### src/rtl/cmd_pkg.sv
// Shared command encoding for the dispatcher: opcodes, field positions,
// decoded command layout and the control FSM states.
package cmd_pkg;

  localparam logic [7:0] OP_HALT  = 8'h00;
  localparam logic [7:0] OP_FENCE = 8'hFF;

  localparam int OPC_LSB  = 56;
  localparam int SLOT_LSB = 52;
  localparam int CHAN_LSB = 48;
  localparam int ADDR_MSB = 47;

  typedef struct packed {
    logic [7:0]  opcode;
    logic [3:0]  slot;
    logic [3:0]  chan;
    logic [47:0] addr;
  } cmd_t;

  typedef enum logic [1:0] {
    ST_RUN,
    ST_FENCE_WAIT,
    ST_HALTED
  } state_t;

  function automatic cmd_t decode_cmd(input logic [63:0] w);
    cmd_t c;
    c.opcode = w[OPC_LSB +: 8];
    c.slot   = w[SLOT_LSB +: 4];
    c.chan   = w[CHAN_LSB +: 4];
    c.addr   = w[ADDR_MSB:0];
    return c;
  endfunction

endpackage

### src/rtl/sync_fifo.sv
// Generic synchronous FIFO with wrap-bit pointers; head is visible combinationally.
// Pushes while full and pops while empty are ignored; flush empties it on the next edge.
module sync_fifo #(
  parameter int WIDTH = 64,
  parameter int DEPTH = 4,
  localparam int AW = $clog2(DEPTH)
) (
  input  logic             clk,
  input  logic             rst,
  input  logic             flush,
  input  logic             wr_en,
  input  logic [WIDTH-1:0] wr_data,
  input  logic             rd_en,
  output logic [WIDTH-1:0] rd_data,
  output logic             full,
  output logic             empty,
  output logic [AW:0]      count
);

  logic [WIDTH-1:0] mem_q [DEPTH];
  logic [AW:0]      wr_ptr_q, wr_ptr_d;
  logic [AW:0]      rd_ptr_q, rd_ptr_d;
  logic             do_push, do_pop;

  assign count   = wr_ptr_q - rd_ptr_q;
  assign full    = (count == (AW+1)'(DEPTH));
  assign empty   = (wr_ptr_q == rd_ptr_q);
  assign do_push = wr_en && !full;
  assign do_pop  = rd_en && !empty;
  assign rd_data = mem_q[rd_ptr_q[AW-1:0]];

  always_comb begin
    wr_ptr_d = wr_ptr_q;
    rd_ptr_d = rd_ptr_q;
    if (flush) begin
      wr_ptr_d = '0;
      rd_ptr_d = '0;
    end else begin
      if (do_push) wr_ptr_d = wr_ptr_q + 1'b1;
      if (do_pop)  rd_ptr_d = rd_ptr_q + 1'b1;
    end
  end

  always_ff @(posedge clk or posedge rst) begin
    if (rst) begin
      wr_ptr_q <= '0;
      rd_ptr_q <= '0;
    end else begin
      wr_ptr_q <= wr_ptr_d;
      rd_ptr_q <= rd_ptr_d;
    end
  end

  // Storage needs no reset: the pointers define what is valid.
  always_ff @(posedge clk) begin
    if (do_push) mem_q[wr_ptr_q[AW-1:0]] <= wr_data;
  end

endmodule

### src/rtl/cmd_dispatcher.sv
// Command front-end: prefetch FIFO -> decode -> one-hot channel dispatch; cmd reaches ch_valid one edge after enqueue.
// Backpressure: a pending dispatch holds its payload until ch_ready; in_ready drops when the FIFO is full or halted.
module cmd_dispatcher
  import cmd_pkg::*;
#(
  parameter int NUM_CH     = 4,
  parameter int FIFO_DEPTH = 4,
  parameter int ADDR_W     = 48
) (
  input  logic              clk,
  input  logic              rst,
  input  logic              in_valid,
  input  logic [63:0]       in_cmd,
  output logic              in_ready,
  output logic [NUM_CH-1:0] ch_valid,
  output logic [7:0]        ch_opcode,
  output logic [3:0]        ch_slot,
  output logic [ADDR_W-1:0] ch_addr,
  input  logic [NUM_CH-1:0] ch_ready,
  input  logic [NUM_CH-1:0] ch_busy,
  output logic              halted,
  output logic              err_bad_ch,
  output logic [15:0]       dispatch_cnt
);

  localparam int CW = $clog2(FIFO_DEPTH);

  state_t            state_q, state_d;
  logic              out_full_q, out_full_d;
  logic [NUM_CH-1:0] ch_valid_q, ch_valid_d;
  logic [7:0]        opcode_q, opcode_d;
  logic [3:0]        slot_q, slot_d;
  logic [ADDR_W-1:0] addr_q, addr_d;
  logic              err_q, err_d;
  logic [15:0]       cnt_q, cnt_d;

  logic [63:0] fifo_rd_data;
  logic        fifo_full, fifo_empty;
  logic [CW:0] fifo_count;
  logic        pop, load, drop, flush;
  cmd_t        head;
  logic        head_vld, is_halt, is_fence, ch_ok, complete, slot_free;

  sync_fifo #(.WIDTH(64), .DEPTH(FIFO_DEPTH)) u_fifo (
    .clk     (clk),
    .rst     (rst),
    .flush   (flush),
    .wr_en   (in_valid && in_ready),
    .wr_data (in_cmd),
    .rd_en   (pop),
    .rd_data (fifo_rd_data),
    .full    (fifo_full),
    .empty   (fifo_empty),
    .count   (fifo_count)
  );

  assign in_ready  = !fifo_full && (state_q != ST_HALTED);
  assign head      = decode_cmd(fifo_rd_data);
  assign head_vld  = (fifo_count != '0) && !fifo_empty && (state_q == ST_RUN);
  assign is_halt   = (head.opcode == OP_HALT);
  assign is_fence  = (head.opcode == OP_FENCE);
  assign ch_ok     = ({1'b0, head.chan} < 5'(NUM_CH));
  assign complete  = |(ch_valid_q & ch_ready);
  // A pending dispatch finishing this edge frees the slot for the next head.
  assign slot_free = !out_full_q || complete;

  always_ff @(posedge clk or posedge rst) begin
    if (rst) state_q <= ST_RUN;
    else     state_q <= state_d;
  end

  always_comb begin
    state_d = state_q;
    case (state_q)
      ST_RUN: begin
        if (head_vld && is_halt && !out_full_q) state_d = ST_HALTED;
        else if (head_vld && is_fence)          state_d = ST_FENCE_WAIT;
      end
      ST_FENCE_WAIT: if (!out_full_q && (ch_busy == '0)) state_d = ST_RUN;
      default:       state_d = state_q;
    endcase
  end

  always_comb begin
    pop   = 1'b0;
    load  = 1'b0;
    drop  = 1'b0;
    flush = (state_q == ST_HALTED);
    if (head_vld) begin
      if (is_halt) begin
        flush = !out_full_q;
      end else if (is_fence) begin
        pop = 1'b1;
      end else if (!ch_ok) begin
        pop  = 1'b1;
        drop = 1'b1;
      end else if (slot_free) begin
        pop  = 1'b1;
        load = 1'b1;
      end
    end
  end

  always_comb begin
    out_full_d = out_full_q;
    ch_valid_d = ch_valid_q;
    opcode_d   = opcode_q;
    slot_d     = slot_q;
    addr_d     = addr_q;
    err_d      = drop;
    cnt_d      = cnt_q + 16'(complete);
    if (complete) begin
      out_full_d = 1'b0;
      ch_valid_d = '0;
    end
    if (load) begin
      out_full_d = 1'b1;
      for (int i = 0; i < NUM_CH; i++) ch_valid_d[i] = (32'(head.chan) == i);
      opcode_d   = head.opcode;
      slot_d     = head.slot;
      addr_d     = head.addr[ADDR_W-1:0];
    end
  end

  always_ff @(posedge clk or posedge rst) begin
    if (rst) begin
      out_full_q <= 1'b0;
      ch_valid_q <= '0;
      opcode_q   <= '0;
      slot_q     <= '0;
      addr_q     <= '0;
      err_q      <= 1'b0;
      cnt_q      <= '0;
    end else begin
      out_full_q <= out_full_d;
      ch_valid_q <= ch_valid_d;
      opcode_q   <= opcode_d;
      slot_q     <= slot_d;
      addr_q     <= addr_d;
      err_q      <= err_d;
      cnt_q      <= cnt_d;
    end
  end

  assign ch_valid     = ch_valid_q;
  assign ch_opcode    = opcode_q;
  assign ch_slot      = slot_q;
  assign ch_addr      = addr_q;
  assign halted       = (state_q == ST_HALTED);
  assign err_bad_ch   = err_q;
  assign dispatch_cnt = cnt_q;

endmodule
### config.mk
export PLATFORM = sky130hd
export DESIGN_NAME = cmd_dispatcher
export DESIGN_NICKNAME = d
export VERILOG_FILES = /design/src/rtl/cmd_pkg.sv /design/src/rtl/sync_fifo.sv /design/src/rtl/cmd_dispatcher.sv
export SDC_FILE = /design/constraint.sdc
export NUM_CORES = 1
export LEC_CHECK = 0
export CORE_AREA = 5 5 168 170
export DETAILED_ROUTE_END_ITERATION = 8
export DIE_AREA = 0 0 173 175
export HOLD_SLACK_MARGIN = 0.02
export PLACE_DENSITY = 0.72
export SLEW_MARGIN = 5
export SYNTH_ARGS = -nofsm -noshare
export SYNTH_HDL_FRONTEND = slang
export SYNTH_SLANG_ARGS = --single-unit
### constraint.sdc
create_clock -name clk -period 4.4 [get_ports clk]
set_clock_uncertainty 0.2 [all_clocks]
set_input_delay 0.88 -clock clk [delete_from_list [all_inputs] [get_ports clk]]
set_output_delay 0.88 -clock clk [all_outputs]
set_load 0.02 [all_outputs]
# == Word level (Yosys, flattened, before mapping) ==
# Memory sizes are Yosys's and may differ from the RTL's.
# Cells that the tools add are included.
# word_totals
word_cells,82
output_inout_bits,83
ramBits,256
memories,1
inputBits,75
latchBits,0
regBits,90
romBits,0
# mem_list
name,words,width,rd,rd_clocked_by_memory_dff,wr,line,text
u_fifo.mem_q,4,64,1,0,1,sync_fifo.sv:20,logic [WIDTH-1:0] mem_q [DEPTH];
# op_classes
mux,29
div,0
n_reduce_logical,25
mul,0
add_sub_neg,4
eq_ne,11
magnitude_cmp,1
bitwise,1
shifts,0
# op_table
operator,count
2-to-1 mux 1 bit,19
adder 16 x 1 -> 16 bit,1
2-to-1 mux 3 bit,4
logical AND 1 bit,10
equality test 4 x 2 -> 1 bit (second input constant),2
equality test 8 bit (second input constant),1
zero test 4 bit,2
zero test 8 bit,1
2-to-1 mux 4 bit,2
nonzero test 2 bit,4
adder 3 x 1 -> 3 bit (second input constant),2
2-to-1 mux 2 bit,3
AND 4 bit,1
equality test 4 x 1 -> 1 bit (second input constant),1
< comparator 4 x 3 -> 1 bit (second input constant),1
inequality test 2 bit (second input constant),2
one-hot mux 2 bit (2 select lines),1
OR reduction 4 bit,1
equality test 3 bit,1
equality test 3 bit (second input constant),1
zero test 1 bit,3
inequality test 3 x 1 -> 1 bit (second input constant),1
AND reduction 3 bit,1
nonzero test 3 bit,1
other kinds (5),5

# == Logic depth before layout (Yosys ltp) ==
# Gate-level depths: netlist (run 1).
# logic_depth
depth_word,11
ltp_mapped,9
depth_no_buf,8

# == By module ==
# A second synthesis (run 1) with hierarchy kept.
# hier_totals
hier_cells,605
area_unflattened_um2,13212.7
# by_module_without_submodules
mod,instances,cells_per_inst,area_each_um2,seq_area_each_um2
sync_fifo,1,380,9666.8,7837.5
cmd_dispatcher,1,225,3545.9,2102.0

# == Least setup slack after synthesis (run 1) ==
# No wires, ideal clock.
# synth_timing
path_kind,reg2reg
from,reg u_fifo.rd_ptr_q[1]
to,mem u_fifo.mem_q[1][0] (enable)
path_stages_with_launch,9
arrival_ns,3.095
required_ns,3.771
slack_ns,0.676
synth_period_minus_slack_ns,3.724
setup_ns,0.429
n_path_buf,2
path_cell_list,dfrtp_1 -> buf_2 -> inv_1 -> ha_1 -> nand2b_1 -> xor2_1 -> o221a_2 -> clkbuf_1 -> and2_1
# synth_via
elab_chain_len,8
# synth_rtl
item,line,text
"start, declared",sync_fifo.sv:22,"logic [AW:0] rd_ptr_q, rd_ptr_d;"
"start signal, assigned",sync_fifo.sv:50,rd_ptr_q <= rd_ptr_d;
subtractor 3 bit *,sync_fifo.sv:25,assign count = wr_ptr_q - rd_ptr_q;
equality test 3 bit *,sync_fifo.sv:26,assign full = (count == (AW+1)'(DEPTH));
zero test 1 bit *,"sync_fifo.sv:28, cmd_dispatcher.sv:57",
logical AND 1 bit,cmd_dispatcher.sv:57,assign in_ready = !fifo_full && (state_q != ST_HALTED);
logical AND 1 bit,cmd_dispatcher.sv:48,".wr_en (in_valid && in_ready),"
logical AND 1 bit *,sync_fifo.sv:28,assign do_push = wr_en && !full;
2-to-1 mux 1 bit *,sync_fifo.sv:56,if (do_push) mem_q[wr_ptr_q[AW-1:0]] <= wr_data;
2-to-1 mux 1 bit (implied by the code) *,sync_fifo.sv:56,
"end, declared",sync_fifo.sv:20,
# Mark *: on every way between the ends. The rest lies on a longest branch, timed or not.

# == Worst setup path after layout (run 1) ==
# layout_timing
from,reg u_fifo.rd_ptr_q[1]
to,out in_ready
# layout_via
elab_chain_len,4
# layout_rtl
item,line,text
subtractor 3 bit,sync_fifo.sv:25,
equality test 3 bit,sync_fifo.sv:26,
zero test 1 bit,cmd_dispatcher.sv:57,
logical AND 1 bit,cmd_dispatcher.sv:57,
"end, declared",cmd_dispatcher.sv:14,"output logic in_ready,"
# No other way between the ends.

==> results of run 1 <==
==> state kept, by name, indices dropped and copies added (netlist names) <==
register / count
ch_addr: 48
ch_opcode: 8
ch_slot: 4
ch_valid: 4
dispatch_cnt: 16
err_bad_ch: 1
out_full_q: 1
state_q: 2
u_fifo.mem_q: 256
u_fifo.rd_ptr_q: 3
u_fifo.wr_ptr_q: 3
==> cells by family (layout without fill, tap and decap cells) <==
group | Yosys count | after routing | share of synthesized area (%)
AO/OA/AOI/OAI | 21 | 21 | 1.39
XOR/XNOR | 17 | 17 | 1.14
adder cells (fa/ha/maj) | 9 | 9 | 0.861
buffers and inverters | 36 | 249 | 1.44
flip-flops | 346 | 346 | 76.0
multiplexers | 129 | 129 | 16.6
AND/OR/NAND/NOR | 65 | 65 | 2.62
==> layout make-up <==
| type | count | area, um2 |
|---|---|---|
| repair buffers | 172 | 1710 |
| clock buffers | 51 | 997 |
| multi-input cells | 241 | 2960 |
| well taps | 341 | 427 |
| flip-flops and latches | 346 | 9950 |
| clock inverters | 13 | 73.8 |
| inverters | 13 | 51.3 |
| fillers | 1899 | 10400 |
==> critical path, delay by kind of cell, from the launching register on <==
family | cells | cell delay (ns)
buf+inv | 2 | 0.77
flops | 1 | 0.63
simple gates | 3 | 0.35
fa+ha+maj | 1 | 0.22
xor+xnor | 1 | 0.19
==> power groups by stage <==
| stage | sequential (W) | combinational (W) | clock [W] |
|---|---|---|---|
| global placement | 0.00422 | 0.000816 | 0 |
| CTS | 0.00420 | 0.000851 | 0.00280 |
| global route | 0.00423 | 0.000909 | 0.00296 |
| detailed placement | 0.00426 | 0.000846 | 0 |
| finish | 0.00419 | 0.000827 | 0.00274 |
| floorplan | 0.00424 | 0.000481 | 0 |
==> Yosys cell counts (all sizes together), types with 2 or more instances <==
master and count:
mux2i 5, mux2 60, nand3b 2, ha 9
a22oi 5, nor2 13, and3 3, inv 13
or3 2, or4 2, nand2 10, or2 4
nand3 11, nor3 7, a21oi 4, xor2 6
mux4 64, edfxtp 256, nor4 2, o21ai 2
and2 5, dfrtp 90, o31ai 2, clkbuf 13
xnor2 11, buf 10, nand4 3
==> through the flow <==
step           cells  setup slack (ns)  instance area, um2
2_1_floorplan    623             0.676               13100
3_3_place_gp    1113              1.14               15100
3_5_place_dp    1113              1.10               15100
4_1_cts         1177             0.628               16200
5_1_grt         1177             0.536               16200
6_report        1177             0.663               16200
==> layer usage <==
metal  vias to the layer above  track usage [%]  share of wire, %
met5                         -                0             0.042
met4                         2             3.99               1.3
met3                        29             5.02               6.3
met2                       175             30.3                51
met1                      3414             22.2                41
li1                       2866                -                 -
==> worst max path at each step <==
stage | from | cells after the start | end | slack [ns]
CTS | u_fifo.rd_ptr_q[1] | 7 | in_ready | 0.63
global route | u_fifo.rd_ptr_q[0] | 6 | in_ready | 0.54
finish | u_fifo.rd_ptr_q[1] | 7 | in_ready | 0.66
detailed placement | u_fifo.rd_ptr_q[0] | 6 | ch_addr[7] | 1.10
global placement | u_fifo.rd_ptr_q[0] | 6 | ch_addr[13] | 1.14
floorplan | u_fifo.rd_ptr_q[1] | 8 | u_fifo.mem_q[1][0] | 0.68
==> flow_summary.yaml, run 1 <==
sta:
  hold_violations: 0
  tightest_slew_ns: 0.708
  fmax_ghz: 0.268
  rsz0062_at_grt: "no"
  drv_slew: 0
  fin_crit_ns: 3.74
  relSlewSlack_pct: 52.8
  setup_tns_ns: 0
  setup_violations: 0
  period_share_pct: 84.9
  whs_ns: 0.283
pwr:
  p_switching_w: 0.00179
  power_density_nw_per_um2: 480
  intPower_w: 0.00597
  pwr-share-seq_pct: 54.0
  p_sw_share_pct: 23.0
  power_frac_clock_pct: 35.3
  totalPowerFinal_w: 0.00776
  p_leak_nw: 5.91
  peakVddDrop_v: 0.000346
  comb_power_share_pct: 10.7
synthesis:
  ys.flop_type: "edfxtp_1"
  synth_seq_cells: 346
  synth_cells: 623
  ys_seq_area_share_pct: 76.0
  yosys_warnings: 0
  async_reset_ff_share_pct: 26.0
  syn-cell-area_um2: 13100
  synth_edf_count: 256
  synthTopCellsByArea: "edfxtp_1 59%, dfrtp_1 17%, mux4_2 11%"
  ys_types: 40
  avgSynthCellArea_um2: 21.0
  yosys.area.top_type: "edfxtp_1"
  yosysTopAreaCellShare_pct: 58.8
  synth_nets: 707
placed_design:
  port_buffers: 157
  place.detailed.hpwl_um: 16400
  place_congestion: 0.820
routing:
  first_iter_violations: 440
  routedWlPerCell_um: 22.2
  drt_wl_total_um: 26100
  antenna_left: 0
  drc_errors: 0
  firstDrtPassIters: 4
  vias: 6486
  via_per_inst: 5.51
cts:
  post-cts-setup-buffer-count: 0
  numClockSinks: 346
  cts_tree: "yes"
  clock_path_buffers: 3
  path_clk_slew_ns: 0.06
  cts.htree.levels: 2
  numCtsBuffers: 35
  hold_buffers: 0
  cts_resized: 0
  cts_root_buf: "clkbuf_16"
  clk_latency_ns: 0.51
critical_path:
  crit_arrival_ns: 2.66
  worstPathRequired_ns: 3.32
  r2r_start: "u_fifo.rd_ptr_q[0]"
  rrSetupSlack_ns: 1.11
  cp-start-kind: "register"
  crit_fanout: 21
  path_class: "register to output pin"
  critPathMaxStageDelay_ns: 0.63
  worstRegToRegCells: 6
  cp_slowest_cell: "dfrtp_4"
  worstReg2RegEnd: "ch_addr[11]"
  path_cells: "inv_1 -> ha_1 -> nand2b_1 -> xor2_1 -> nor2_1 -> nor2_1 -> clkdlybuf4s50_1"
  end_kind: "output pin"
  path_common_cell: "nor2_1"
finish:
  antenna_cells: 0
  drive_gt1_share_pct: 23.0
  final_core_util_pct: 60.8
  final_cell_mix: "256 x edfxtp_1, 157 x clkdlybuf4s50_1, 88 x dfrtp_1"
  nets: 893
  area_growth_syn_to_layout_pct: 23.6
  final_common_cell: "edfxtp_1"
hold_path:
  worst_hold_path.endpoint: "dispatch_cnt[15]"
  hold_depth: 1
  min_path_type: "register to register"
  min_from: "dispatch_cnt[15]"
grt:
  grt_pass1_vias: 7185
  antenna_found_initial: 1
  grt_pass1_wl_um: 41600
  gr-total-overflow: 0
  grt.total_usage_pct: 17.5
  grt_max_degree: 52
floorplan:
  rows: 60
  start_util_pct: 49.2
  ios: 158
  die_area_um2: 30300
  die_y_um: 175
  core_area_um2: 26600
  die_w_um: 173
run_status:
  status: "complete, no violations"
flow_run:
  max_cap_viol_count: 0
No activity file was read; power rests on OpenSTA's default activity.
==> run 2: changes to the inputs <==
--- a/config.mk
+++ b/config.mk
@@ -9,7 +9,7 @@
 export DETAILED_ROUTE_END_ITERATION = 8
 export DIE_AREA = 0 0 173 175
 export HOLD_SLACK_MARGIN = 0.02
-export PLACE_DENSITY = 0.72
+export PLACE_DENSITY = 0.75
 export SLEW_MARGIN = 5
 export SYNTH_ARGS = -nofsm -noshare
 export SYNTH_HDL_FRONTEND = slang
==> constraint.sdc (replaced) <==
create_clock -name clk -period 3.3 [get_ports clk]
set_clock_uncertainty 0.2 [all_clocks]
set_input_delay 0.66 -clock clk [delete_from_list [all_inputs] [get_ports clk]]
set_output_delay 0.66 -clock clk [all_outputs]
set_load 0.02 [all_outputs]
==> flow_summary.yaml, run 2 (synthesis results as in run 1) <==
critical_path:
  path_delay_family: "buffers and inverters"
  path_common_cell: "nor2_1"
  crit_buf_inv: 2
  crit_arrival_ns: 2.23
  path_cells: "inv_1 -> ha_1 -> nand2b_1 -> xor2_1 -> nor2_1 -> nor2_1 -> dlygate4sd2_1"
  end_kind: "output pin"
  path_class: "register to output pin"
  cp_slowest_cell: "dfrtp_4"
  cp-start-kind: "register"
  crit_fanout: 3
  worstPathRequired_ns: 2.44
  critPathMaxStageDelay_ns: 0.49
floorplan:
  core_area_um2: 26600
  die_w_um: 173
  die_area_um2: 30300
  rows: 60
  ios: 158
  die_y_um: 175
  start_util_pct: 49.2
sta:
  fmax_ghz: 0.324
  hold_violations: 0
  period_share_pct: 93.6
  drv_slew: 0
  finalWorstSetupSlack_ns: 0.210
  whs_ns: 0.278
  fin_crit_ns: 3.09
  setup_tns_ns: 0
  rsz0062_at_grt: "no"
  setup_violations: 0
  relSlewSlack_pct: 62.8
  tightest_slew_ns: 0.545
routing:
  firstDrtPassIters: 4
  routedWlPerCell_um: 22.1
  drt_wl_total_um: 26100
  first_iter_violations: 346
  via_per_inst: 5.54
  antenna_left: 0
  vias: 6549
  drc_errors: 0
pwr:
  power_density_nw_per_um2: 657
  comb_power_share_pct: 10.7
  p_leak_nw: 6.01
  peakVddDrop_v: 0.000545
  p_switching_w: 0.00246
  intPower_w: 0.00834
  p_sw_share_pct: 22.8
  power_frac_clock_pct: 37.6
  pwr-share-seq_pct: 51.7
finish:
  nets: 897
  area_growth_syn_to_layout_pct: 25.5
  final_core_util_pct: 61.8
  antenna_cells: 0
  final_common_cell: "edfxtp_1"
  largest_reg_flops: 256
  drive_gt1_share_pct: 24.9
  final_cell_mix: "256 x edfxtp_1, 156 x clkdlybuf4s50_1, 88 x dfrtp_1"
placed_design:
  place_congestion: 0.820
  place.detailed.hpwl_um: 16300
  port_buffers: 157
  place_ws_ns: 0.0908
grt:
  grt_pass1_wl_um: 41100
  grt.total_usage_pct: 17.3
  grt_pass1_vias: 7213
  grt_max_degree: 58
  antenna_found_initial: 1
  gr-total-overflow: 0
hold_path:
  min_path_type: "register to register"
cts:
  cts_root_buf: "clkbuf_16"
  numClockSinks: 346
  path_clk_slew_ns: 0.06
  hold_buffers: 0
  numCtsBuffers: 36
  clk_latency_ns: 0.52
  clock_path_buffers: 3
  cts_tree: "yes"
  cts.htree.levels: 2
run_status:
  status: "complete, no violations"
flow_run:
  max_cap_viol_count: 0
run 2: cell types whose count changed in the layout (fill, tap and decap cells not counted), sizes merged:
cell           delta
buf               +3
bufinv            +3
clkbuf            -6
clkdlybuf4s50     -1
clkinvlp          +4
dlygate4sd2       +1
inv               +1
run 2: area by class of cell:
type	count	area (um2)
sequential	346	9950
multi-input combinational	241	2960
timing repair buffer	175	1810
tap	341	427
fill	1890	10200
clock inverter	21	208
inverter	13	51.3
clock buffer	45	1020
run 2: power groups by stage:
stage	logic [W]	registers, W	clock network (W)
after global routing	0.00125	0.00563	0.00435
after detailed placement	0.00118	0.00567	0
after global placement	0.00113	0.00562	0
after floorplan	0.000645	0.00562	0
final	0.00115	0.00558	0.00406
after CTS	0.00118	0.00559	0.00415
run 2: final timing paths:
kind,slack [ns],cells past startpoint,to,start
max,0.21,7,in_ready,u_fifo.rd_ptr_q[1]
max reg2reg,0.26,6,ch_addr[10],u_fifo.rd_ptr_q[0]
min in group asynchronous,0.35,2,ch_addr[32],rst
min,0.28,1,dispatch_cnt[15],dispatch_cnt[15]
min reg2reg,0.28,1,dispatch_cnt[15],dispatch_cnt[15]
max in group asynchronous,1.80,3,u_fifo.rd_ptr_q[1],rst
run 2: layer usage:
metal / up-vias / wire length [um] / part of all wire (%) / track usage [%]
li1: 2879 / - / - / -
met1: 3412 / 10300 / 39 / 21.7
met2: 210 / 13600 / 52 / 30.0
met3: 46 / 1680 / 6.4 / 4.46
met4: 2 / 544 / 2.1 / 4.96
met5: - / 9 / 0.035 / 0
run 2: stage by stage:
stage | total power (W) | cell area (um2) | std cells
after detailed placement | 0.00685 | 15200 | 1115
after floorplan | 0.00627 | 13100 | 623
final | 0.0108 | 16400 | 1182
after global routing | 0.0112 | 16400 | 1182
after global placement | 0.00675 | 15200 | 1115
after CTS | 0.0109 | 16400 | 1182
run 2: what timing repair did:
| action | 4_1_cts | 5_1_grt |
|---|---|---|
| setup endpoints to repair | 1 | 0 |
| buffers inserted | 1 | 0 |
| resized for setup | 1 | 0 |
==> run 3: changes to the inputs <==
--- a/config.mk
+++ b/config.mk
@@ -14,3 +14,4 @@
 export SYNTH_ARGS = -nofsm -noshare
 export SYNTH_HDL_FRONTEND = slang
 export SYNTH_SLANG_ARGS = --single-unit
+export TNS_END_PERCENT = 1
==> flow_summary.yaml, run 3 (synthesis results as in run 1) <==
grt:
  grt.total_usage_pct: 17.5
  antenna_found_initial: 0
  grt_pass1_wl_um: 41600
  grt_pass1_vias: 7257
  gr-total-overflow: 0
  grt_max_degree: 50
cts:
  clk_latency_ns: 0.51
  cts.htree.levels: 2
  hold_buffers: 0
  numClockSinks: 346
  cts_root_buf: "clkbuf_16"
  path_clk_slew_ns: 0.06
  numCtsBuffers: 35
  clock_path_buffers: 3
  cts_tree: "yes"
floorplan:
  core_area_um2: 26600
  die_y_um: 175
  start_util_pct: 49.2
  ios: 158
  die_w_um: 173
  die_area_um2: 30300
  rows: 60
routing:
  antenna_left: 0
  drt_wl_total_um: 26200
  vias: 6527
  via_per_inst: 5.52
  firstDrtPassIters: 5
  first_iter_violations: 447
  drc_errors: 0
  routedWlPerCell_um: 22.2
finish:
  multi_input_area_um2: 2960
  final_core_util_pct: 61.7
  final_area_um2: 16400
  area_growth_syn_to_layout_pct: 25.4
  largest_reg_flops: 256
  final_common_cell: "edfxtp_1"
  num-fill-cells: 1843
  nets: 898
  antenna_cells: 0
  ff_latch_area_um2: 9950
  final_cell_mix: "256 x edfxtp_1, 156 x clkdlybuf4s50_1, 88 x dfrtp_1"
  drive_gt1_share_pct: 23.9
sta:
  period_share_pct: 92.3
  rsz0062_at_grt: "no"
  tightest_slew_ns: 0.695
  setup_tns_ns: 0
  drv_slew: 0
  fin_crit_ns: 3.05
  relSlewSlack_pct: 52.4
  setup_violations: 0
  hold_violations: 0
  fmax_ghz: 0.328
critical_path:
  end_kind: "output pin"
  cp-start-kind: "register"
  crit_arrival_ns: 2.19
  worstRegToRegCells: 6
  rrSetupSlack_ns: 0.29
  critPathMaxStageDelay_ns: 0.57
  crit_fanout: 11
  path_cells: "ha_1 -> nand2b_1 -> xor2_1 -> nor2_1 -> nor2_1 -> dlygate4sd2_1"
  worstReg2RegEnd: "ch_addr[10]"
  cp_slowest_cell: "dfrtp_4"
  r2r_start: "u_fifo.rd_ptr_q[0]"
  path_class: "register to output pin"
  worstPathRequired_ns: 2.44
  path_common_cell: "nor2_1"
placed_design:
  place.detailed.hpwl_um: 16600
  place_congestion: 0.847
  port_buffers: 157
  dpl-instance-area_um2: 15200
pwr:
  peakVddDrop_v: 0.000427
  p_leak_nw: 6.00
  power_density_nw_per_um2: 648
  totalPowerFinal_w: 0.0106
hold_path:
  worst_hold_path.endpoint: "dispatch_cnt[11]"
  min_path_type: "register to register"
  hold_depth: 1
  min_from: "dispatch_cnt[11]"
flow_run:
  max_cap_viol_count: 0
run_status:
  status: "complete, no violations"
## run 3: changes by cell type in the layout (fill, tap and decap cells not counted), sizes merged
cell      previous run  this run
buf                 18        20
clkbuf              45        46
clkinv              12        14
clkinvlp             4         0
inv                 15        14
## run 3: per-stage QoR
stage / instances / worst slack (ns) / hold slack [ns]
CTS: 1182 / 0.228 / 0.293
finish: 1182 / 0.254 / 0.293
global placement: 1116 / 0.158 / 0.258
floorplan: 623 / -0.424 / 0.339
detailed placement: 1116 / 0.130 / 0.282
global route: 1182 / 0.136 / 0.309
## run 3: worst max-delay path, delay by kind of cell, from the launching register on
family	cells	cell delay, ns
xor+xnor	1	0.21
fa+ha+maj	1	0.23
buf+inv	1	0.35
flops	1	0.57
simple gates	3	0.33
## run 3: how the worst max path moves through the flow
stage | from | endpoint | cells after the start
after global placement | u_fifo.rd_ptr_q[0] | ch_addr[5] | 6
after CTS | u_fifo.rd_ptr_q[0] | in_ready | 6
after global routing | u_fifo.rd_ptr_q[0] | in_ready | 6
final | u_fifo.rd_ptr_q[0] | in_ready | 6
after detailed placement | u_fifo.rd_ptr_q[0] | ch_addr[7] | 6
after floorplan | u_fifo.rd_ptr_q[1] | u_fifo.mem_q[1][0] | 8
## run 3: layout make-up
cell class              count  area share, %
inverters                  13          0.313
clock buffers              46           5.97
well taps                 341           2.60
flip-flops and latches    346           60.7
clock inverters            18           1.05
multi-input cells         241           18.1
repair buffers            177           11.4
## run 3: per-layer routing
metal,global-route usage [%],part of all wire [%],vias up,wire length [um]
li1,-,-,2864,-
met1,23.5,42,3411,11000
met2,30.1,50,213,13200
met3,3.63,6.2,39,1640
met4,3.76,1.5,0,398
met5,0,0,-,0
## run 3: report_power, final
part | internal (W) | switching (W) | leakage, nW
logic | 0.000495 | 0.000682 | 1.88
clock network | 0.00233 | 0.00154 | 0.570
registers | 0.00543 | 0.000153 | 3.56
total | 0.00826 | 0.00238 | 6.00
## run 3: repair_timing
item	4_1_cts	5_1_grt
buffers inserted	2	0
setup endpoints to repair	1	0
gates resized for setup	1	0
